`config.mk`:
```
export PLATFORM = sky130hd
export DESIGN_NAME = uart_rx
export DESIGN_NICKNAME = d
export VERILOG_FILES = /design/src/rtl/uart_rx.sv
export SDC_FILE = /design/constraint.sdc
export NUM_CORES = 1
export LEC_CHECK = 0
export ABC_AREA = 1
export CAP_MARGIN = 5
export CORE_ASPECT_RATIO = 1.25
export CORE_UTILIZATION = 56
export CTS_CLUSTER_SIZE = 24
export DETAILED_ROUTE_END_ITERATION = 16
export PLACE_DENSITY_LB_ADDON = 0.12
export SLEW_MARGIN = 40
export SYNTH_ARGS = -nofsm -noshare
export SYNTH_HDL_FRONTEND = slang
export SYNTH_SLANG_ARGS = --single-unit
```
`constraint.sdc`:
```
create_clock -name clk -period 2.1 [get_ports clk]
set_input_delay 0.21 -clock clk [delete_from_list [all_inputs] [get_ports clk]]
set_output_delay 0.21 -clock clk [all_outputs]
set_load 0.01 [all_outputs]
```
`src/rtl/uart_rx.sv`:
```
// 8N1 serial receiver with a two-register CPU read port.
// Bit timing is derived from a down-counter reloaded every BIT_CYCLES clocks.
module uart_rx #(
  parameter int unsigned BIT_CYCLES = 27
) (
  input  logic       clk,
  input  logic       reset,
  input  logic       rx,
  input  logic       re,
  input  logic       addr,
  output logic [7:0] rdata,
  output logic       irq
);

  localparam logic [7:0] BitLast  = 8'(BIT_CYCLES - 1);
  localparam logic [7:0] HalfLast = 8'(BIT_CYCLES / 2 - 1);

  typedef enum logic [2:0] {
    IDLE,
    START,
    DATA,
    STOP,
    BREAK
  } state_e;

  state_e     state_q, state_d;
  logic [7:0] cnt_q, cnt_d;
  logic [2:0] bitn_q, bitn_d;
  logic [7:0] shreg_q, shreg_d;
  logic [7:0] data_q, data_d;
  logic       valid_q, valid_d;
  logic       ovr_q, ovr_d;
  logic       ferr_q, ferr_d;
  logic       rx_meta_q, rx_meta_d;
  logic       rx_s_q, rx_s_d;

  logic       rd_data;
  logic       busy;
  logic       cnt_zero;

  assign rd_data  = re && !addr;
  assign busy     = (state_q != IDLE);
  assign cnt_zero = (cnt_q == 8'd0);

  always_comb begin
    rx_meta_d = rx;
    rx_s_d    = rx_meta_q;
    state_d   = state_q;
    cnt_d     = cnt_q;
    bitn_d    = bitn_q;
    shreg_d   = shreg_q;
    data_d    = data_q;
    valid_d   = valid_q;
    ovr_d     = ovr_q;
    ferr_d    = ferr_q;

    // A data read consumes the flags; a delivery on the same edge wins below.
    if (rd_data) begin
      valid_d = 1'b0;
      ovr_d   = 1'b0;
      ferr_d  = 1'b0;
    end

    unique case (state_q)
      IDLE: begin
        if (!rx_s_q) begin
          cnt_d   = HalfLast;
          state_d = START;
        end
      end
      START: begin
        if (!cnt_zero) begin
          cnt_d = cnt_q - 8'd1;
        end else if (rx_s_q) begin
          state_d = IDLE;
        end else begin
          cnt_d   = BitLast;
          bitn_d  = 3'd0;
          state_d = DATA;
        end
      end
      DATA: begin
        if (!cnt_zero) begin
          cnt_d = cnt_q - 8'd1;
        end else begin
          shreg_d = {rx_s_q, shreg_q[7:1]};
          bitn_d  = bitn_q + 3'd1;
          cnt_d   = BitLast;
          if (bitn_q == 3'd7) begin
            state_d = STOP;
          end
        end
      end
      STOP: begin
        if (!cnt_zero) begin
          cnt_d = cnt_q - 8'd1;
        end else if (rx_s_q) begin
          data_d  = shreg_q;
          valid_d = 1'b1;
          ovr_d   = valid_q && !rd_data;
          state_d = IDLE;
        end else begin
          ferr_d  = 1'b1;
          state_d = BREAK;
        end
      end
      BREAK: begin
        if (rx_s_q) begin
          state_d = IDLE;
        end
      end
      default: begin
        state_d = IDLE;
      end
    endcase
  end

  always_ff @(posedge clk) begin
    if (reset) begin
      rx_meta_q <= 1'b1;
      rx_s_q    <= 1'b1;
      state_q   <= IDLE;
      cnt_q     <= 8'd0;
      bitn_q    <= 3'd0;
      shreg_q   <= 8'd0;
      data_q    <= 8'd0;
      valid_q   <= 1'b0;
      ovr_q     <= 1'b0;
      ferr_q    <= 1'b0;
    end else begin
      rx_meta_q <= rx_meta_d;
      rx_s_q    <= rx_s_d;
      state_q   <= state_d;
      cnt_q     <= cnt_d;
      bitn_q    <= bitn_d;
      shreg_q   <= shreg_d;
      data_q    <= data_d;
      valid_q   <= valid_d;
      ovr_q     <= ovr_d;
      ferr_q    <= ferr_d;
    end
  end

  assign rdata = addr ? {4'b0, busy, ferr_q, ovr_q, valid_q} : data_q;
  assign irq   = valid_q;

endmodule

```
-- After elaboration in Yosys (flattened, before gate mapping)
Cells that the tools add are included.
- add/sub/neg operators: 2
- multiply operators: 0
- divide/modulo/power cells: 0
- order comparisons: 0
- eq/ne operators: 14
- shift-type cells: 0
- mux-type cells: 32
- bitwise logic cells: 0
- reduce and logical (&&, ||, !) cells: 14
- operators with widths (cell ; count):
    $mux W8 ; 6
    $pmux W8 S4 ; 1
    $mux W3 ; 10
    $ne A2 B2 Y1 const B ; 8
    $pmux W3 S5 ; 1
    $mux W1 ; 12
    $logic_not A8 Y1 ; 1
    $reduce_and A4 Y1 ; 2
    $sub A8 B1 Y8 const B ; 1
    $eq A3 B2 Y1 const B ; 2
    $eq A3 B3 Y1 const B ; 2
    $pmux W3 S2 ; 1
    $reduce_and A6 Y1 ; 1
    $reduce_bool A4 Y1 ; 1
    $add A3 B1 Y3 const B ; 1
    $eq A3 B1 Y1 const B ; 1
    $logic_not A3 Y1 ; 1
    $ne A3 B3 Y1 const B ; 1
    $reduce_and A3 Y1 ; 1
    $reduce_bool A3 Y1 ; 1
    $logic_and A1 B1 Y1 ; 2
    $logic_not A1 Y1 ; 2
    $mux W2 ; 1
    $reduce_and A2 Y1 ; 1
    $reduce_bool A2 Y1 ; 1
- register bits after elaboration: 35
- bits in latches: 0
- memory bits (writable): 0
- bits in read-only memories: 0
- input port bits: 5
- output and inout bits: 9
- logic and storage cells: 72
- memories: 0

-- Logic depth before layout (Yosys ltp)
- word-level depth: 7
- mapped depth: 10
- mapped depth without buffers: 10

-- Worst setup path after synthesis
OpenSTA, ideal clock, no wires.
- kind: reg-to-reg
- from: register cnt_q[0]
- to: register cnt_q[5]
- library setup time: 0.119 ns
- data arrival time: 1.353 ns
- data required time: 1.981 ns
- slack: 0.628 ns
- cell stages (with the launch flop): 9
- path buffers: 0
- period minus slack after synthesis: 1.472 ns
- path through: dfxtp_1 inv_1 ha_1 nand2_2 nor2_8 a21oi_4 nand2_4 o21ai_2 nor2_1
- cells in the longest elaborated chain, start to end: 3
- elaborated cells on any way between the ends: 9
- those cells by class: 1 x add/sub; 2 x eq/ne; 4 x mux; 2 x reduce/logical
- ends and longest elaborated chain (item ; RTL line ; source):
    start: declaration ; 27 ; logic [7:0] cnt_q, cnt_d;
    start signal: assignment ; 134 ; cnt_q <= cnt_d;
    $sub A8 B1 Y8 or $logic_not A8 Y1 (tied branches) ; -- ;
    $mux W8, or another cell as far along ; 95 ; if (!cnt_zero) begin
    $pmux W8 S4 or $reduce_and A4 Y1 (tied branches) ; -- ;
Several ways; a longest one is shown, not always the timed one. The select of a mux whose other input is x is not followed.
A chain may end at the register's enable or synchronous reset.

-- Worst setup path after layout
- from: input addr
- to: output rdata[3]
- cells in the longest elaborated chain, start to end: 1
- ends and longest elaborated chain (item ; RTL line ; source):
    start: declaration ; 10 ; input logic addr,
    $mux W8 ; 144 ; assign rdata = addr ? {4'b0, busy, ferr_q, ovr_q, valid_q} : data_q;
    end: declaration ; 11 ; output logic [7:0] rdata,
Every way passes these cells.

==> out/results.ini <==
[outcome]
outcome=completed

[sta]
maxSlewHeadroom_pct=65.8
hold_viol=0
setup_violations=0
post-route-period-util_pct=90.0
worst_pin_slew_ps=513
final_max_slew_viol_count=0
fin_setup_tns_ps=0
fmax_ghz=0.529
fin_crit_ps=1890
finClkSkew_ps=3.80
rsz0062_at_grt=no

[critical_path]
crit_path_end_kind=primary output
cpMaxStageDelayCell=clkdlybuf4s50_1
path_cells=clkdlybuf4s50_1 -> o21ai_0 -> o21ai_0 -> clkdlybuf4s50_1
crit_path_start_kind=input port
path_buf_inv=2
slowest_delay_ps=680
critPathMaxFanout=13
crit_family=buffers and inverters
cp_data_arrival_time_ps=1680
crit_type=in -> out
cp.required_ps=1890

[die]
row_count=21
die_y_um=63.5
io_pins=14
start_util_pct=60.9
fp.dieArea_um2=3260
core-area_um2=2790
die_x_um=51.2

[yosys]
synthArstFlopShare_pct=0
ys_top_cells_by_area=dfxtp_1 (41%), nand2_1 (9.3%), nor2_1 (8.6%)
syn-cell-area_um2=1700
netlist-cell-type-count=31
synth_top_area_cell=dfxtp_1
synth_top_area_share_pct=41.3
syn-instance-count=234
ys_dominant_reg_cell=dfxtp_1
yosys_warnings=0
synth_seq_cells=35
avgSynthCellArea_um2=7.25
synth_edf_count=0
ys_seq_area_share_pct=41.3
syn_nets=243

[route]
ant_nets=0
dr.pass1.iters=4
wl_per_cell_um=10.8
wl_mm=3.07
drtIter0Drc=51
viasPerCell=5.20
drc=0
vias=1477

[cells_and_area]
multi_input_comb_area_um2=862
antenna_cells=0
ff_latch_area_um2=701
drive_gt1_share_pct=10.4
finalNetCount=259
syn2layout_area_growth_pct=12.9
post-route-cell-area_um2=1920
fillers=275

[clocking]
post_cts_buffers=0
cts_tree=built
htreeDepth=2
cts_resized=0
cts_root_buffer=clkbuf_4
clkTransAtPathRegs_ps=100
clock_latency_ps=340
cts_sinks=35
cts_inserted_buffers=5
cts_hold_buf=0
cts_buffer_depth=2

[place]
io_buffers=13
dpl-instance-area_um2=1860
dp_hpwl_mm=2.30
gp_congestion=0.799

[power]
ir_drop_uv=884
power_leakage_nw=0.837
power.density_nw_per_um2=1200

[global_route]
use_met3_pct=6.52
grt_pass1_wl_mm=5.46
gr-max-usage-layer=met2
grt_use_total_pct=22.3
grtUsageMet1_pct=24.3
grt-ovfl-total=0
grt_max_degree=22
grt_pass1_vias=1321
antenna_found_initial=0
grtUsageMet2_pct=40.1

[run]
cap_violations=0

[min_path]
min_path_type=reg -> reg

==> cells in the final DEF (no fill, tap or decap), types with 3 or more instances in the layout <==
master,netlist,routed
a21oi_1,17,17
clkbuf_4,0,5
o21ai_0,25,25
nand2_1,42,42
nand3_1,13,13
ha_1,4,4
inv_1,28,28
clkdlybuf4s50_1,0,13
nand4_1,3,3
nor2_1,39,38
dfxtp_1,35,35
==> cells by family (layout without fill, tap and decap cells) <==
family,after synthesis,after routing,synth area share (%)
DFF,35,35,41.3
xor gates and xnor gates,1,1,0.516
buffers and inverters,35,51,8.04
AOI/OAI and AO/OA,46,46,14.7
adders and majority gates,4,4,2.95
and+or+nand+nor,113,113,32.5
==> final timing paths <==
| path | start | endpoint | slack (ps) | cells past startpoint |
|---|---|---|---|---|
| max | addr | rdata[3] | 210 | 4 |
| min | rx_meta_q | rx_s_q | 420 | 1 |
| max reg2reg | cnt_q[0] | cnt_q[6] | 410 | 8 |
| min reg2reg | rx_meta_q | rx_s_q | 420 | 1 |
==> layout make-up <==
class,instances,share of cell area [%]
inverter,29,5.68
timing repair buffer,15,7.58
clock buffer,6,2.68
multi-input combinational,164,45.0
tap,34,2.22
clock inverter,1,0.261
sequential,35,36.6
==> where the power goes <==
| group | total, mW | internal (mW) | switching (mW) |
|---|---|---|---|
| clock | 0.367 | 0.155 | 0.212 |
| combinational | 1.05 | 0.361 | 0.685 |
| sequential | 0.887 | 0.787 | 0.0999 |
| total | 2.30 | 1.30 | 0.997 |
==> cells in the mapped netlist, types with 2 or more instances <==
library cell / n
buf_1: 2
a21oi_1: 17
nand4_1: 3
inv_1: 28
nand3_1: 13
nor3_2: 2
ha_1: 4
dfxtp_1: 35
clkbuf_1: 2
o21ai_0: 25
or2_2: 2
nand3_4: 2
nand2_1: 42
nor2_1: 39
nand2_4: 2
==> state kept, by name (all words and copies together) (netlist names) <==
signal	flops
bitn_q	3
cnt_q	8
data_q	8
ferr_q	1
irq	1
ovr_q	1
rx_meta_q	1
rx_s_q	1
shreg_q	8
state_q	3
==> layer usage <==
layer | vias up | share of wire, % | wire length [µm]
met3 | 5 | 3.5 | 106
li1 | 781 | - | -
met5 | - | 0 | 0
met2 | 25 | 51 | 1570
met1 | 666 | 44 | 1340
met4 | 0 | 1.7 | 51
==> per-stage QoR <==
step / util [%] / instances / hold WS, ps / power (mW) / setup WS, ps
floorplan: - / 234 / 314 / 1.74 / 628
global placement: 66.7 / 277 / 392 / 1.93 / 229
detailed placement: 66.7 / 277 / 399 / 1.94 / 206
CTS: 68.7 / 284 / 411 / 2.32 / 167
global route: 68.8 / 284 / 428 / 2.50 / 57.8
finish: 68.8 / 284 / 418 / 2.30 / 211
No activity file was read; power rests on OpenSTA's default activity.
